### src/rtl/gcm_aes_frame_sequencer_if.sv
// Block-transfer and GHASH control bundle for the GCM-AES frame sequencer.
// The master side drives frame requests; the slave side is the sequencer.
interface gcm_aes_frame_sequencer_if #(
    parameter int NB_LEN = 8,
    parameter int NB_SEL = 2
);
    logic              i_valid;
    logic              i_start;
    logic [NB_LEN-1:0] i_aad_blocks;
    logic [NB_LEN-1:0] i_data_blocks;
    logic              i_block_valid;
    logic              o_block_ready;
    logic              o_sop;
    logic [NB_SEL-1:0] o_sel_ghash_in;
    logic              o_ghash_valid;
    logic              o_ctr_inc;
    logic              o_tag_valid;
    logic              o_busy;

    modport master (
        output i_valid, i_start, i_aad_blocks, i_data_blocks, i_block_valid,
        input  o_block_ready, o_sop, o_sel_ghash_in, o_ghash_valid,
        input  o_ctr_inc, o_tag_valid, o_busy
    );

    modport slave (
        input  i_valid, i_start, i_aad_blocks, i_data_blocks, i_block_valid,
        output o_block_ready, o_sop, o_sel_ghash_in, o_ghash_valid,
        output o_ctr_inc, o_tag_valid, o_busy
    );
endinterface

### src/rtl/gcm_aes_frame_sequencer.sv
// Frame-level GCM-AES tag path sequencer: paces AAD, DATA and LENGTH
// GHASH phases, then waits out the GHASH pipeline before flagging the tag.
module gcm_aes_frame_sequencer #(
    parameter int NB_LEN        = 8,
    parameter int NB_SEL        = 2,
    parameter int GHASH_LATENCY = 3
) (
    input logic                      i_clock,
    input logic                      i_reset_n,
    gcm_aes_frame_sequencer_if.slave bus
);
    localparam logic [2:0] S_IDLE  = 3'd0;
    localparam logic [2:0] S_AAD   = 3'd1;
    localparam logic [2:0] S_DATA  = 3'd2;
    localparam logic [2:0] S_LEN   = 3'd3;
    localparam logic [2:0] S_FLUSH = 3'd4;

    localparam logic [NB_SEL-1:0] SEL_AAD  = NB_SEL'(0);
    localparam logic [NB_SEL-1:0] SEL_DATA = NB_SEL'(1);
    localparam logic [NB_SEL-1:0] SEL_LEN  = NB_SEL'(2);

    localparam logic [NB_LEN-1:0] ONE      = NB_LEN'(1);
    localparam logic [3:0]        LAT_LAST = 4'(GHASH_LATENCY - 1);

    logic [2:0]        state_q, state_d;
    logic [NB_LEN-1:0] aad_q, aad_d;
    logic [NB_LEN-1:0] data_q, data_d;
    logic [NB_LEN-1:0] cnt_q, cnt_d;
    logic [3:0]        lat_q, lat_d;
    logic              tag_q, tag_d;

    logic run;
    logic in_idle;
    logic in_xfer;
    logic hs;
    logic start_acc;

    // Strobes are qualified by reset so nothing fires while reset is held.
    always_comb begin
        run       = bus.i_valid & i_reset_n;
        in_idle   = (state_q == S_IDLE);
        in_xfer   = (state_q == S_AAD) || (state_q == S_DATA);
        hs        = run & bus.i_block_valid & in_xfer;
        start_acc = run & bus.i_start & in_idle;
    end

    // Zero-latency handshake and GHASH control outputs.
    always_comb begin
        bus.o_block_ready = in_xfer;
        bus.o_sop         = start_acc;
        bus.o_ghash_valid = hs | (run & (state_q == S_LEN));
        bus.o_ctr_inc     = hs & (state_q == S_DATA);
        bus.o_tag_valid   = tag_q;
        bus.o_busy        = ~in_idle;
        case (state_q)
            S_AAD:   bus.o_sel_ghash_in = SEL_AAD;
            S_DATA:  bus.o_sel_ghash_in = SEL_DATA;
            S_LEN:   bus.o_sel_ghash_in = SEL_LEN;
            default: bus.o_sel_ghash_in = SEL_AAD;
        endcase
    end

    // Phase sequencing; everything holds while i_valid is low.
    always_comb begin
        state_d = state_q;
        aad_d   = aad_q;
        data_d  = data_q;
        cnt_d   = cnt_q;
        lat_d   = lat_q;
        tag_d   = tag_q;
        if (bus.i_valid) begin
            tag_d = 1'b0;
            case (state_q)
                S_IDLE: begin
                    if (bus.i_start) begin
                        aad_d  = bus.i_aad_blocks;
                        data_d = bus.i_data_blocks;
                        cnt_d  = '0;
                        if (bus.i_aad_blocks != '0)
                            state_d = S_AAD;
                        else if (bus.i_data_blocks != '0)
                            state_d = S_DATA;
                        else
                            state_d = S_LEN;
                    end
                end
                S_AAD: begin
                    if (bus.i_block_valid) begin
                        if (cnt_q == aad_q - ONE) begin
                            cnt_d   = '0;
                            state_d = (data_q != '0) ? S_DATA : S_LEN;
                        end else begin
                            cnt_d = cnt_q + ONE;
                        end
                    end
                end
                S_DATA: begin
                    if (bus.i_block_valid) begin
                        if (cnt_q == data_q - ONE) begin
                            cnt_d   = '0;
                            state_d = S_LEN;
                        end else begin
                            cnt_d = cnt_q + ONE;
                        end
                    end
                end
                S_LEN: begin
                    lat_d   = '0;
                    state_d = S_FLUSH;
                end
                S_FLUSH: begin
                    if (lat_q == LAT_LAST) begin
                        tag_d   = 1'b1;
                        state_d = S_IDLE;
                    end else begin
                        lat_d = lat_q + 4'd1;
                    end
                end
                default: begin
                    state_d = S_IDLE;
                end
            endcase
        end
    end

    // State registers with synchronous active-low reset.
    always_ff @(posedge i_clock) begin
        if (!i_reset_n) begin
            state_q <= S_IDLE;
            aad_q   <= '0;
            data_q  <= '0;
            cnt_q   <= '0;
            lat_q   <= '0;
            tag_q   <= 1'b0;
        end else begin
            state_q <= state_d;
            aad_q   <= aad_d;
            data_q  <= data_d;
            cnt_q   <= cnt_d;
            lat_q   <= lat_d;
            tag_q   <= tag_d;
        end
    end
endmodule

### src/flat_wrapper.sv
// flat-port wrapper written by rule: the top's interface ports become plain ports
module gcm_aes_frame_sequencer_flat 
#(
    parameter int NB_LEN        = 8,
    parameter int NB_SEL        = 2,
    parameter int GHASH_LATENCY = 3
)
  (i_clock, i_reset_n, bus_i_valid, bus_i_start, bus_i_aad_blocks, bus_i_data_blocks, bus_i_block_valid, bus_o_block_ready, bus_o_sop, bus_o_sel_ghash_in, bus_o_ghash_valid, bus_o_ctr_inc, bus_o_tag_valid, bus_o_busy);
  gcm_aes_frame_sequencer_if #(.NB_LEN(NB_LEN), .NB_SEL(NB_SEL)) bus_i ();
  input logic i_clock;
  input logic i_reset_n;
  input wire logic [$bits(bus_i.i_valid)-1:0] bus_i_valid;
  input wire logic [$bits(bus_i.i_start)-1:0] bus_i_start;
  input wire logic [$bits(bus_i.i_aad_blocks)-1:0] bus_i_aad_blocks;
  input wire logic [$bits(bus_i.i_data_blocks)-1:0] bus_i_data_blocks;
  input wire logic [$bits(bus_i.i_block_valid)-1:0] bus_i_block_valid;
  output wire logic [$bits(bus_i.o_block_ready)-1:0] bus_o_block_ready;
  output wire logic [$bits(bus_i.o_sop)-1:0] bus_o_sop;
  output wire logic [$bits(bus_i.o_sel_ghash_in)-1:0] bus_o_sel_ghash_in;
  output wire logic [$bits(bus_i.o_ghash_valid)-1:0] bus_o_ghash_valid;
  output wire logic [$bits(bus_i.o_ctr_inc)-1:0] bus_o_ctr_inc;
  output wire logic [$bits(bus_i.o_tag_valid)-1:0] bus_o_tag_valid;
  output wire logic [$bits(bus_i.o_busy)-1:0] bus_o_busy;
  assign bus_i.i_valid = bus_i_valid;
  assign bus_i.i_start = bus_i_start;
  assign bus_i.i_aad_blocks = bus_i_aad_blocks;
  assign bus_i.i_data_blocks = bus_i_data_blocks;
  assign bus_i.i_block_valid = bus_i_block_valid;
  assign bus_o_block_ready = bus_i.o_block_ready;
  assign bus_o_sop = bus_i.o_sop;
  assign bus_o_sel_ghash_in = bus_i.o_sel_ghash_in;
  assign bus_o_ghash_valid = bus_i.o_ghash_valid;
  assign bus_o_ctr_inc = bus_i.o_ctr_inc;
  assign bus_o_tag_valid = bus_i.o_tag_valid;
  assign bus_o_busy = bus_i.o_busy;
  gcm_aes_frame_sequencer #(.NB_LEN(NB_LEN), .NB_SEL(NB_SEL), .GHASH_LATENCY(GHASH_LATENCY)) u_core (.i_clock(i_clock), .i_reset_n(i_reset_n), .bus(bus_i));
endmodule
### config.mk
export PLATFORM = sky130hd
export DESIGN_NAME = gcm_aes_frame_sequencer_flat
export DESIGN_NICKNAME = d
export VERILOG_FILES = /design/src/rtl/gcm_aes_frame_sequencer_if.sv /design/src/rtl/gcm_aes_frame_sequencer.sv /design/src/flat_wrapper.sv
export SDC_FILE = /design/constraint.sdc
export NUM_CORES = 1
export LEC_CHECK = 0
export CAP_MARGIN = 30
export CORE_ASPECT_RATIO = 1.1
export CORE_MARGIN = 8
export CORE_UTILIZATION = 40
export DETAILED_ROUTE_END_ITERATION = 10
export SLEW_MARGIN = 10
export SYNTH_ARGS = -nofsm -noshare
export SYNTH_HDL_FRONTEND = slang
export SYNTH_SLANG_ARGS = --single-unit
### constraint.sdc
create_clock -name i_clock -period 3.6 [get_ports i_clock]
set_input_delay 0.36 -clock i_clock [delete_from_list [all_inputs] [get_ports i_clock]]
set_output_delay 0.36 -clock i_clock [all_outputs]
set_load 0.02 [all_outputs]
# --- After elaboration in Yosys (flattened, before gate mapping) ---
# Index checks and enable logic that the tools add are counted.
word_totals:
  in_bits: 21
  elab_cells: 65
  output_inout_bits: 8
  ff_bits: 32
op_classes:
  n_reduce_logical: 11
  addsub: 4
  bitwise_logic: 9
  n_eq_ne: 14
  muxes: 21
op_table:
  columns: ["cell", "n"]
  rows:
  - ["two-way mux 8 bit", 5]
  - ["one-hot mux 8 bit (3 select lines)", 1]
  - ["nonzero test 8 bit", 3]
  - ["two-way mux 3 bit", 7]
  - ["equality test 8 bit", 2]
  - ["subtractor 8 x 1 -> 8 bit (second input constant)", 2]
  - ["one-hot mux 3 bit (5 select lines)", 1]
  - ["!= test 2 bit (second input constant)", 6]
  - ["adder 8 x 1 -> 8 bit (second input constant)", 1]
  - ["one-hot mux 4 bit (2 select lines)", 1]
  - ["AND 1 bit", 7]
  - ["AND reduction 7 bit", 1]
  - ["equality test 3 x 2 -> 1 bit (second input constant)", 2]
  - ["AND reduction 3 bit", 2]
  - ["AND reduction 5 bit", 1]
  - ["adder 4 x 1 -> 4 bit (second input constant)", 1]
  - ["equality test 4 x 2 -> 1 bit (second input constant)", 1]
  - ["two-way mux 1 bit", 4]
  - ["two-way mux 4 bit", 1]
  - ["one-hot mux 2 bit (2 select lines)", 1]
  - ["equality test 3 x 1 -> 1 bit (second input constant)", 1]
  - ["equality test 3 bit (second input constant)", 1]
  - ["zero test 3 bit", 1]
  - ["nonzero test 3 bit", 1]
  - ["5 further kinds", 5]

# --- Depth between registers and ports, before layout ---
logic_depth:
  ltp_word: 5
  ltp_mapped: 12
  depth_no_buf: 9

# --- Worst setup path before layout ---
# OpenSTA, ideal clock, no wires.
synth_timing:
  path_type: "flip-flop to flip-flop"
  from: "register u_core.data_q[0]"
  to: "register u_core.state_q[0]"
  setup_slack_ns: 1.332
  stages_incl_launch_ff: 12
  arrival_time_ns: 2.196
  setup_time_ns: 0.072
  required_time_ns: 3.528
  synth_period_minus_slack_ns: 2.268
  path_cell_list: "dfxtp_1 > clkbuf_1 > inv_1 > ha_1 > buf_2 > o21bai_1 > a211oi_1 > o21bai_1 > a211oi_2 > o22ai_2 > nor4_4 > mux2i_1"
synth_between:
  elab_chain_cells: 5
  word_cells_on_any_way: 9
  classes_between: "1 x add/sub; 2 x eq/ne; 4 x mux; 2 x reduce/logical"
synth_lines:
  columns: ["item", "line_no", "rtl"]
  rows:
  - ["from (decl)", "gcm_aes_frame_sequencer.sv:27", "logic [NB_LEN-1:0] data_q, data_d;"]
  - ["from (signal assigned)", "gcm_aes_frame_sequencer.sv:138", "data_q <= data_d;"]
  - ["parallel branches: the longest is 5 deep, another holds subtractor 8 x 1 -> 8 bit", null, null]
  - ["to (signal assigned)", "gcm_aes_frame_sequencer.sv:136", "state_q <= state_d;"]
  - ["to (decl)", "gcm_aes_frame_sequencer.sv:25", "logic [2:0] state_q, state_d;"]
# Several ways; the timed one is not identified. The select of a mux whose other input is x is not followed.
# A chain may end at the register's enable or synchronous reset.

# --- Worst setup path after layout ---
layout_timing:
  from: "register u_core.data_q[0]"
  to: "register u_core.state_q[1]"
layout_between:
  elab_chain_cells: 4
layout_lines:
  columns: ["item", "line_no", "rtl"]
  rows:
  - ["subtractor 8 x 1 -> 8 bit", "gcm_aes_frame_sequencer.sv:99", "if (cnt_q == data_q - ONE) begin"]
  - ["equality test 8 bit", "gcm_aes_frame_sequencer.sv:99", null]
  - ["!= test 2 bit (no line)", null, null]
  - ["AND reduction 7 bit (no line)", null, null]
# Every way passes these cells.

==> results.md <==
- Status: finished clean
- Reg-to-reg endpoint: u_core.state_q[1]$_SDFFE_PN0P_
- Yosys warning count: 0
- Asr flop ratio synth: 0%
- Share of the synthesized area in the top cell type: a little under a third
- Number of max-cap violations: 0
- Via density per instance: 5.402
- Largest voltage drop on the vdd net: 0.0002173 V
- Num Clock Sinks: 32
- Final min period: about 2.5 ns
- Fraction of final layout cells with drive strength greater than 1: under 10%
- Delay contributed by the slowest stage of the critical path: 0.45 ns
- Chip height: 92.19 microns
- Max Root-Sink Buffers: 2
- Final number of max-transition violations: 0
- Reported leakage power: around 0.92 nW
- Global-route wire length before repair: 8935 microns
- Detailed-route wire length per cell: 13.83 microns
- Worst slew margin: 63.27%
- Horiz. Die Dim: 85.26 microns
- Setup crit start kind: register
- Final Routed Wirelength: 5089 microns
- Max Clock Freq: 398.3 MHz
- Reg2reg start: u_core.data_q[0]$_SDFFE_PN0P_
- Post-synth design cell area: 2111 sq um
- P&R area growth vs syn: 17.43%
- CTS resizes: 0
- Congestion Overflow GR: 0
- Overall fraction of global-route tracks in use: between 10 and 15%
- Top flip-flop cell by instance count after synthesis: dfxtp_1
- Number of remaining DRC errors: 0
- Synth unique cells: 45
- Row Count: 27
- Startpoint of the lowest-slack hold path: u_core.aad_q[7]$_SDFFE_PN0P_
- Number of nets at the end of the flow: 335
- CP Data Required Time: 3.81 ns
- Count of H-tree levels built during CTS: 2
- Met2 wirelength from detailed routing: 2546 microns
- Endpoints failing setup: 0
- Critical-path top delay cell: dfxtp_1
- Max Fanout on Critical Path: 11
- RD Place Congestion: 0.8129
- Number of setup buffers added after CTS: 0
- Setup repair after global routing missed its margin: no
- Number of antenna violations at the first check in global routing: 0
- Post-synth top area cell: dfxtp_1
- Critical path arrival: 2.72 ns
- Leading cell types by total area after synthesis: dfxtp_1, nand2_1, a21oi_1
- Synthesized flop and latch total: 32
- Sequential fraction of the synthesis area: 30.35%
- Latest clock arrival within the worst-skew pair: 0.28 ns
- Most common cell type on the critical path: o21bai_1
- Net count after synthesis: approximately 320
- Period utilisation layout: 69.74%
- Initial standard-cell utilization of the core: about two fifths
- Number of iterations in the first detailed-routing pass: 4
- Sort of element at the end of the critical path: register
- Total I/O pin count: 29
- Number of fillers in the final layout: 514
- Highest routed layer: met4
- Violation count after the first detailed-routing iteration: 120
- Logic depth of the worst register-to-register path: 9
- Hold-fix buffers, CTS: 0
- Standard cell core area: approximately 5000 sq um
- Setup slack on the worst flop-to-flop path: 1.09 ns
- Worst hold slack: 0.4689 ns
- Power per Cell Area: 385.5 nW/um^2
- Most repeated cell in the gate-level netlist after synthesis: nand2_1
- Clock Tree Root: clkbuf_8
- Area of the die: 7860 sq um
- Start-to-end type of the worst setup path: register to register
- Count of endpoints failing hold in the final timing report: 0
- DP Wirelength: 3850 microns
- Leading post-synthesis cells by instance count: nand2_1, dfxtp_1, a21oi_1
- Number of global-route vias before repair: 1946
- Final TNS setup: 0 ns
- Routed via count: 1988
- Pin count of the biggest net entering global routing: 24
- CTS tree: built
- WHS Endpoint: u_core.aad_q[7]$_SDFFE_PN0P_
- Number of diodes: 0
- Number of enable flip-flop cells after synthesis: 0
- ANT nets after route: 0
- Count of buffers inserted at the top-level ports: 28
- Clock transition at the registers of the reported paths: 0.06 ns
- Met1 Routed Length: roughly 2400 microns
- Number of cells on the worst hold path: 2
- Post-synthesis instance total: 292
- Met3 wirelength from detailed routing: roughly 140 microns
- Inserted Clock Buffers: 5
- Path class of the lowest-slack min-delay path: register to register
- Setup clock skew after layout: 0.006839 ns
- Transition at the pin with the smallest max-transition slack: 0.5509 ns
- Average size of a mapped cell: 7.229 sq um
- Critical path cell sequence: inv_1, ha_1, o21bai_1, a211oi_1, o21bai_1, a211oi_2, o22ai_2, nor4_4, mux2i_1
-- worst max-delay path, delay by kind of cell, from the launching register on --
| kind | cells | cell delay [ns] |
|---|---|---|
| adders and majority gates | 1 | 0.31 |
| and+or+nand+nor | 1 | 0.39 |
| buffers and inverters | 1 | 0.07 |
| DFF | 1 | 0.45 |
| AOI/OAI and AO/OA | 5 | 1.00 |
| muxes | 1 | 0.22 |
-- metrics by stage --
| stage | util [%] | power [mW] | std cells | setup slack (ns) | area (sq um) |
|---|---|---|---|---|---|
| final | 49.24 | 0.9555 | 368 | 1.089 | 2479 |
| after global routing | 49.24 | 1.016 | 368 | 0.8800 | 2479 |
| after CTS | 49.24 | 0.9676 | 368 | 1.043 | 2479 |
| after detailed placement | 47.45 | 0.6818 | 360 | 1.088 | 2389 |
| after global placement | 47.45 | 0.6786 | 360 | 1.202 | 2389 |
| after floorplan | - | 0.6025 | 292 | 1.332 | 2111 |
-- state kept, by name (all words and copies together) (netlist names) --
register / count
u_core.lat_q: 4
u_core.aad_q: 8
u_core.cnt_q: 8
u_core.data_q: 8
u_core.bus.o_tag_valid: 1
u_core.state_q: 3
-- how the worst max path moves through the flow --
stage | endpoint | startpoint | slack [ns]
5_1_grt | u_core.state_q[0]$_SDFFE_PN0P_ | u_core.data_q[0]$_SDFFE_PN0P_ | 0.88
6_report | u_core.state_q[1]$_SDFFE_PN0P_ | u_core.data_q[0]$_SDFFE_PN0P_ | 1.09
2_1_floorplan | u_core.state_q[0]$_SDFFE_PN0P_ | u_core.data_q[0]$_SDFFE_PN0P_ | 1.33
4_1_cts | bus_o_sop | u_core.state_q[0]$_SDFFE_PN0P_ | 1.04
3_5_place_dp | u_core.state_q[1]$_SDFFE_PN0P_ | u_core.data_q[0]$_SDFFE_PN0P_ | 1.09
3_3_place_gp | bus_o_ghash_valid | bus_i_valid | 1.20
-- where the power goes --
group / internal (mW) / leakage [nW] / total [mW] / switching [mW]
combinational: 0.120 / 0.620 / 0.264 / 0.144
clock: 0.156 / 0.0455 / 0.285 / 0.129
sequential: 0.372 / 0.260 / 0.407 / 0.0345
total: 0.649 / 0.925 / 0.956 / 0.307
-- kinds of logic after synthesis --
kind of cell / Yosys count / share of synthesized area (%)
AOI/OAI and AO/OA: 59 / 17.01
DFF: 32 / 30.35
buffers and inverters: 30 / 6.046
adders and majority gates: 6 / 3.438
and+or+nand+nor: 141 / 33.02
muxes: 3 / 1.423
xor gates and xnor gates: 21 / 8.713
-- layer usage --
metal / GRT usage [%] / vias to the layer above
met4: 3.509 / 0
li1: - / 1045
met2: 24.58 / 26
met1: 16.12 / 913
met5: 0 / -
met3: 3.122 / 4
-- layout make-up --
cell class | count | area [sq um] | area share (%)
clock buffer | 8 | 90.09 | 3.635
timing repair buffer | 30 | 295.3 | 11.91
sequential | 32 | 640.6 | 25.85
tap | 58 | 72.57 | 2.928
inverter | 10 | 37.54 | 1.514
multi-input combinational | 230 | 1343 | 54.16
-- cells in the final DEF, fill, tap and decap left out, drive strengths merged, types with 9 or more instances in the layout --
cell type | netlist | layout
a21oi | 29 | 29
clkdlybuf4s50 | 0 | 28
dfxtp | 32 | 32
inv | 10 | 10
nand2 | 62 | 62
nand3 | 12 | 12
nor2 | 21 | 21
nor3 | 10 | 10
o21ai | 9 | 9
xnor2 | 10 | 10
xor2 | 11 | 11
(Power assumes the default switching activity.)
==> edit 1 (config.mk and constraints unchanged) <==
`data_q` no longer has a reset.
--- a/src/rtl/gcm_aes_frame_sequencer.sv
+++ b/src/rtl/gcm_aes_frame_sequencer.sv
@@ -130,3 +130,2 @@
             aad_q   <= '0;
-            data_q  <= '0;
             cnt_q   <= '0;
@@ -137,3 +136,2 @@
             aad_q   <= aad_d;
-            data_q  <= data_d;
             cnt_q   <= cnt_d;
@@ -143,2 +141,6 @@
     end
+
+    always_ff @(posedge i_clock) begin
+        data_q <= data_d;
+    end
 endmodule
Function: same outputs for any inputs over 4 cycles, from zero or initial values and one cycle with i_reset_n low; that may be too few to reach the edited logic, so the function may still have changed.
==> edit 1 against the unedited design <==
Combinational power shrank 7%; worst setup slack lost 0.077 ns; synthesized cell count shrank 13%; sequential cell count is the same; fmax shrank 3.0%; synthesized area grew 0.53%; largest cell class unchanged; routed wire length shrank 3.7%; total power shrank 2.8%; cell area grew 0.30%.
==> edit 1: results (changes against the unedited design) <==
Route
  • Routed met3 length: 120 um (was 139 um)
  • Wire per inst: 14.6 um (was 13.8 um)
  • Post-Route M1 WL: 2300 um (was 2370 um)
  • Initial detailed-routing violation count: 60 (was 120)

Global route
  • Gr usage total: 12.8% (was 13.8%)
  • M1 GR Usage: 15.0% (was 16.1%)
  • First-pass GRT wire length: 8280 um (was 8940 um)
  • Largest net degree at the start of global routing: 19 (was 24)

Synthesis
  • Sequential-to-total area share from yosys stat: 34.0% (was 30.3%)
  • Top cells by count, synth: nand2_1, dfxtp_1, a21oi_1 (unchanged)
  • Synth top area cells: dfxtp_1, edfxtp_1, xnor2_1, nand2_1, a21oi_1 (was dfxtp_1, nand2_1, a21oi_1, xor2_1, xnor2_1)
  • Post-Syn Area per Cell: 8.35 um2 (was 7.23 um2)
  • Number of enable-type register cells in the synthesized netlist: 8 (was 0)
  • Post-synth net total: 280 (was 318)

STA
  • Slew of the pin with the lowest slew margin: 0.549 ns (was 0.551 ns)
  • Final Cycle Share: 71.9% (was 69.7%)
  • Clk_skew: 0.0117 ns (was 0.00684 ns)
  • Hold WS: 0.472 ns (was 0.469 ns)

Placed design
  • Placed Area: 2400 um2 (was 2390 um2)
  • Placed cell count: 328 (was 360)
  • Global placement routability congestion: 0.759 (was 0.813)
  • Dpl ws: 0.976 ns (was 1.09 ns)
  • Final HPWL DP: 3670 um (was 3850 um)

Pwr
  • Comb pwr share: 26.5% (was 27.6%)
  • Total Power: 0.000929 W (was 0.000956 W)
  • Switching Share: 31.8% (was 32.1%)

Finish
  • Nets: 301 (was 335)
  • Share of cells above drive strength 1: 6.52% (was 4.52%)
  • Number of fill cells: 516 (was 514)

Outcome
  • Status: complete, no violations (unchanged)

Setup path
  • R2r setup slk: 1.21 ns (was 1.09 ns)
  • Critical Path Start: bus_i_valid (was u_core.data_q[0]$_SDFFE_PN0P_)
  • Worst reg2reg path startpoint: u_core.aad_q[0]$_SDFFE_PN0P_ (was u_core.data_q[0]$_SDFFE_PN0P_)
  • Reg2reg end: u_core.state_q[0]$_SDFFE_PN0P_ (was u_core.state_q[1]$_SDFFE_PN0P_)
  • Arrival @ worst endpoint: 2.23 ns (was 2.72 ns)
[edit 1: changes by cell type in the layout (fill, tap and decap cells not counted), sizes merged, moves of 4 or more]
cell / unedited run / this run
xor2: 11 / 6
xnor2: 10 / 18
edfxtp: 0 / 8
a21oi: 29 / 21
nand3: 12 / 8
nand2: 62 / 36
dfxtp: 32 / 24
[edit 1: area by class of cell]
cell class	count	area share, %
multi-input cells	197	51.6
flip-flops and latches	32	29.0
clock buffers	7	3.07
inverters	10	1.51
repair buffers	29	11.6
clock inverters	1	0.201
well taps	60	3.02
[edit 1: cells by family after synthesis]
family                   synth area share (%)
XOR/XNOR                                 9.91
flip-flops                               34.0
buffers and inverters                    5.54
AO/OA/AOI/OAI                            15.2
multiplexers                             2.36
adder cells (fa/ha/maj)                  2.95
AND/OR/NAND/NOR                          30.1
[edit 1: critical path, stage by stage]
cell and delay [ns]:
clkdlybuf4s50_1 0.67, nand3_1 0.38, nor2_1 0.19, clkdlybuf4s50_1 0.62
==> edit 2 (same settings) <==
Made on the original files. `NB_SEL` is set to 2 in 3 places; all go to 1.
--- a/src/rtl/gcm_aes_frame_sequencer_if.sv
+++ b/src/rtl/gcm_aes_frame_sequencer_if.sv
@@ -4,3 +4,3 @@
     parameter int NB_LEN = 8,
-    parameter int NB_SEL = 2
+    parameter int NB_SEL = 1
 );
--- a/src/rtl/gcm_aes_frame_sequencer.sv
+++ b/src/rtl/gcm_aes_frame_sequencer.sv
@@ -4,3 +4,3 @@
     parameter int NB_LEN        = 8,
-    parameter int NB_SEL        = 2,
+    parameter int NB_SEL        = 1,
     parameter int GHASH_LATENCY = 3
--- a/src/flat_wrapper.sv
+++ b/src/flat_wrapper.sv
@@ -4,3 +4,3 @@
     parameter int NB_LEN        = 8,
-    parameter int NB_SEL        = 2,
+    parameter int NB_SEL        = 1,
     parameter int GHASH_LATENCY = 3
Interface: changed (resized bus_o_sel_ghash_in); port bits go from 29 to 28. No check against the original RTL was run, so the function may have changed too.
==> edit 2 against the unedited design <==
Sequential share of layout area stayed put; clock skew is 0.0015 ns lower; worst setup slack worse by 0.0082 ns; cell area stayed put; routed wire length is 1.7% higher; first-iteration DRC count is 33% lower; critical path depth is 1 lower; total power is 7.4% higher; sequential cell count stayed put; die area is 1.3% lower; synthesized cell count is 3.8% lower; synthesized area is 1.5% lower; hold slack better by 0.0080 ns; critical path type unchanged; largest cell class unchanged.
==> edit 2: results (changes against the unedited design) <==
Outcome
  • Status: complete, no violations (unchanged)

Synthesis
  • Synth top area cells: dfxtp_1, nand2_1, xnor2_1, a21oi_1, nor2_1 (was dfxtp_1, nand2_1, a21oi_1, xor2_1, xnor2_1)
  • Synth Area in Compound Gates: 18.0% (was 17.0%)
  • Xor/xnor share of the synthesized area: 9.69% (was 8.71%)
  • Sequential-to-total area share from yosys stat: 30.8% (was 30.3%)
  • Post-synth net total: 307 (was 318)
  • Top cells by count, synth: nand2_1, dfxtp_1, a21oi_1 (unchanged)
  • Cells after Synth: 281 (was 292)
  • Mux contribution to synthesized area: 1.44% (was 1.42%)
  • Adder-Cell Fraction of Synth Area: 3.49% (was 3.44%)

Setup path
  • Maximum fanout along the worst path: 10 (was 11)
  • Cells on worst reg2reg path: 8 (was 9)
  • CP delay by family, top: simple AND/OR/NAND/NOR gates (was compound AO/OA/AOI/OAI gates)
  • Arrival @ worst endpoint: 2.73 ns (was 2.72 ns)
  • Slowest Stage Delay on Critical Path: 0.41 ns (was 0.45 ns)

Min path
  • Hold Crit Start: u_core.bus.o_tag_valid$_SDFFE_PN0P_ (was u_core.aad_q[7]$_SDFFE_PN0P_)
  • Worst Hold Endpoint: u_core.bus.o_tag_valid$_SDFFE_PN0P_ (was u_core.aad_q[7]$_SDFFE_PN0P_)

Route
  • Routed met3 length: 164 um (was 139 um)
  • Post-Route M1 WL: 2620 um (was 2370 um)
  • DR vias: 1930 (was 1988)
  • Wire per inst: 14.4 um (was 13.8 um)
  • Met2 WL: 2360 um (was 2550 um)
  • Via/cell ratio: 5.38 (was 5.40)
  • Initial detailed-routing violation count: 80 (was 120)

Finish
  • Signal buf overhead: 11.8% (was 11.9%)
  • Clock buffers: 5 (was 8)
  • Share of cells above drive strength 1: 5.65% (was 4.52%)
  • Nets: 326 (was 335)
  • Inverters: 11 (was 10)
  • Number of fill cells: 510 (was 514)
  • Comb_multi_in: 220 (was 230)
  • ClkCell Share: 4.49% (was 3.63%)

Placed design
  • Placed cell count: 351 (was 360)
  • Global placement routability congestion: 0.842 (was 0.813)

Global route
  • Met3 Usage GRT: 3.51% (was 3.12%)
  • Gr usage total: 13.8% (about the same)
  • M1 GR Usage: 18.0% (was 16.1%)
  • Vias in the first global route: 1850 (was 1946)
  • First-pass GRT wire length: 8890 um (was 8940 um)
  • GRT met2 Usage: 22.0% (was 24.6%)

Pwr
  • Comb pwr share: 26.8% (was 27.6%)
  • Clk power: 0.000347 W (was 0.000285 W)
  • NetSw: 0.000320 W (was 0.000307 W)
  • LEAKAGE: 0.883 nW (was 0.925 nW)

STA
  • Clk_skew: 0.00530 ns (was 0.00684 ns)
  • FMAX: 397 MHz (was 398 MHz)
  • Hold WS: 0.477 ns (was 0.469 ns)
==> edit 2: cell types whose count changed in the layout (fill, tap and decap cells not counted), sizes merged, moves of 3 or more <==
cell / before / now
a21oi: 29 / 25
a31oi: 4 / 0
clkbuf: 8 / 5
nand2: 62 / 54
nand4b: 3 / 0
o2111ai: 1 / 4
o211ai: 0 / 5
o21bai: 3 / 0
xnor2: 10 / 15
xor2: 11 / 8
==> edit 2: cells by family (layout without fill, tap and decap cells) <==
group	count (synthesis)	count (layout)
and+or+nand+nor	129	129
DFF	32	32
adders and majority gates	6	6
muxes	3	3
xor gates and xnor gates	23	23
AOI/OAI and AO/OA	59	59
buffers and inverters	29	49
==> edit 2: through the flow <==
stage	total power, W	cell area, um2	utilization [%]
after floorplan	0.000605	2080	-
after global placement	0.000688	2370	47.3
after detailed placement	0.000689	2370	47.3
after CTS	0.00103	2480	49.6
after global routing	0.00109	2480	49.6
final	0.00103	2480	49.6
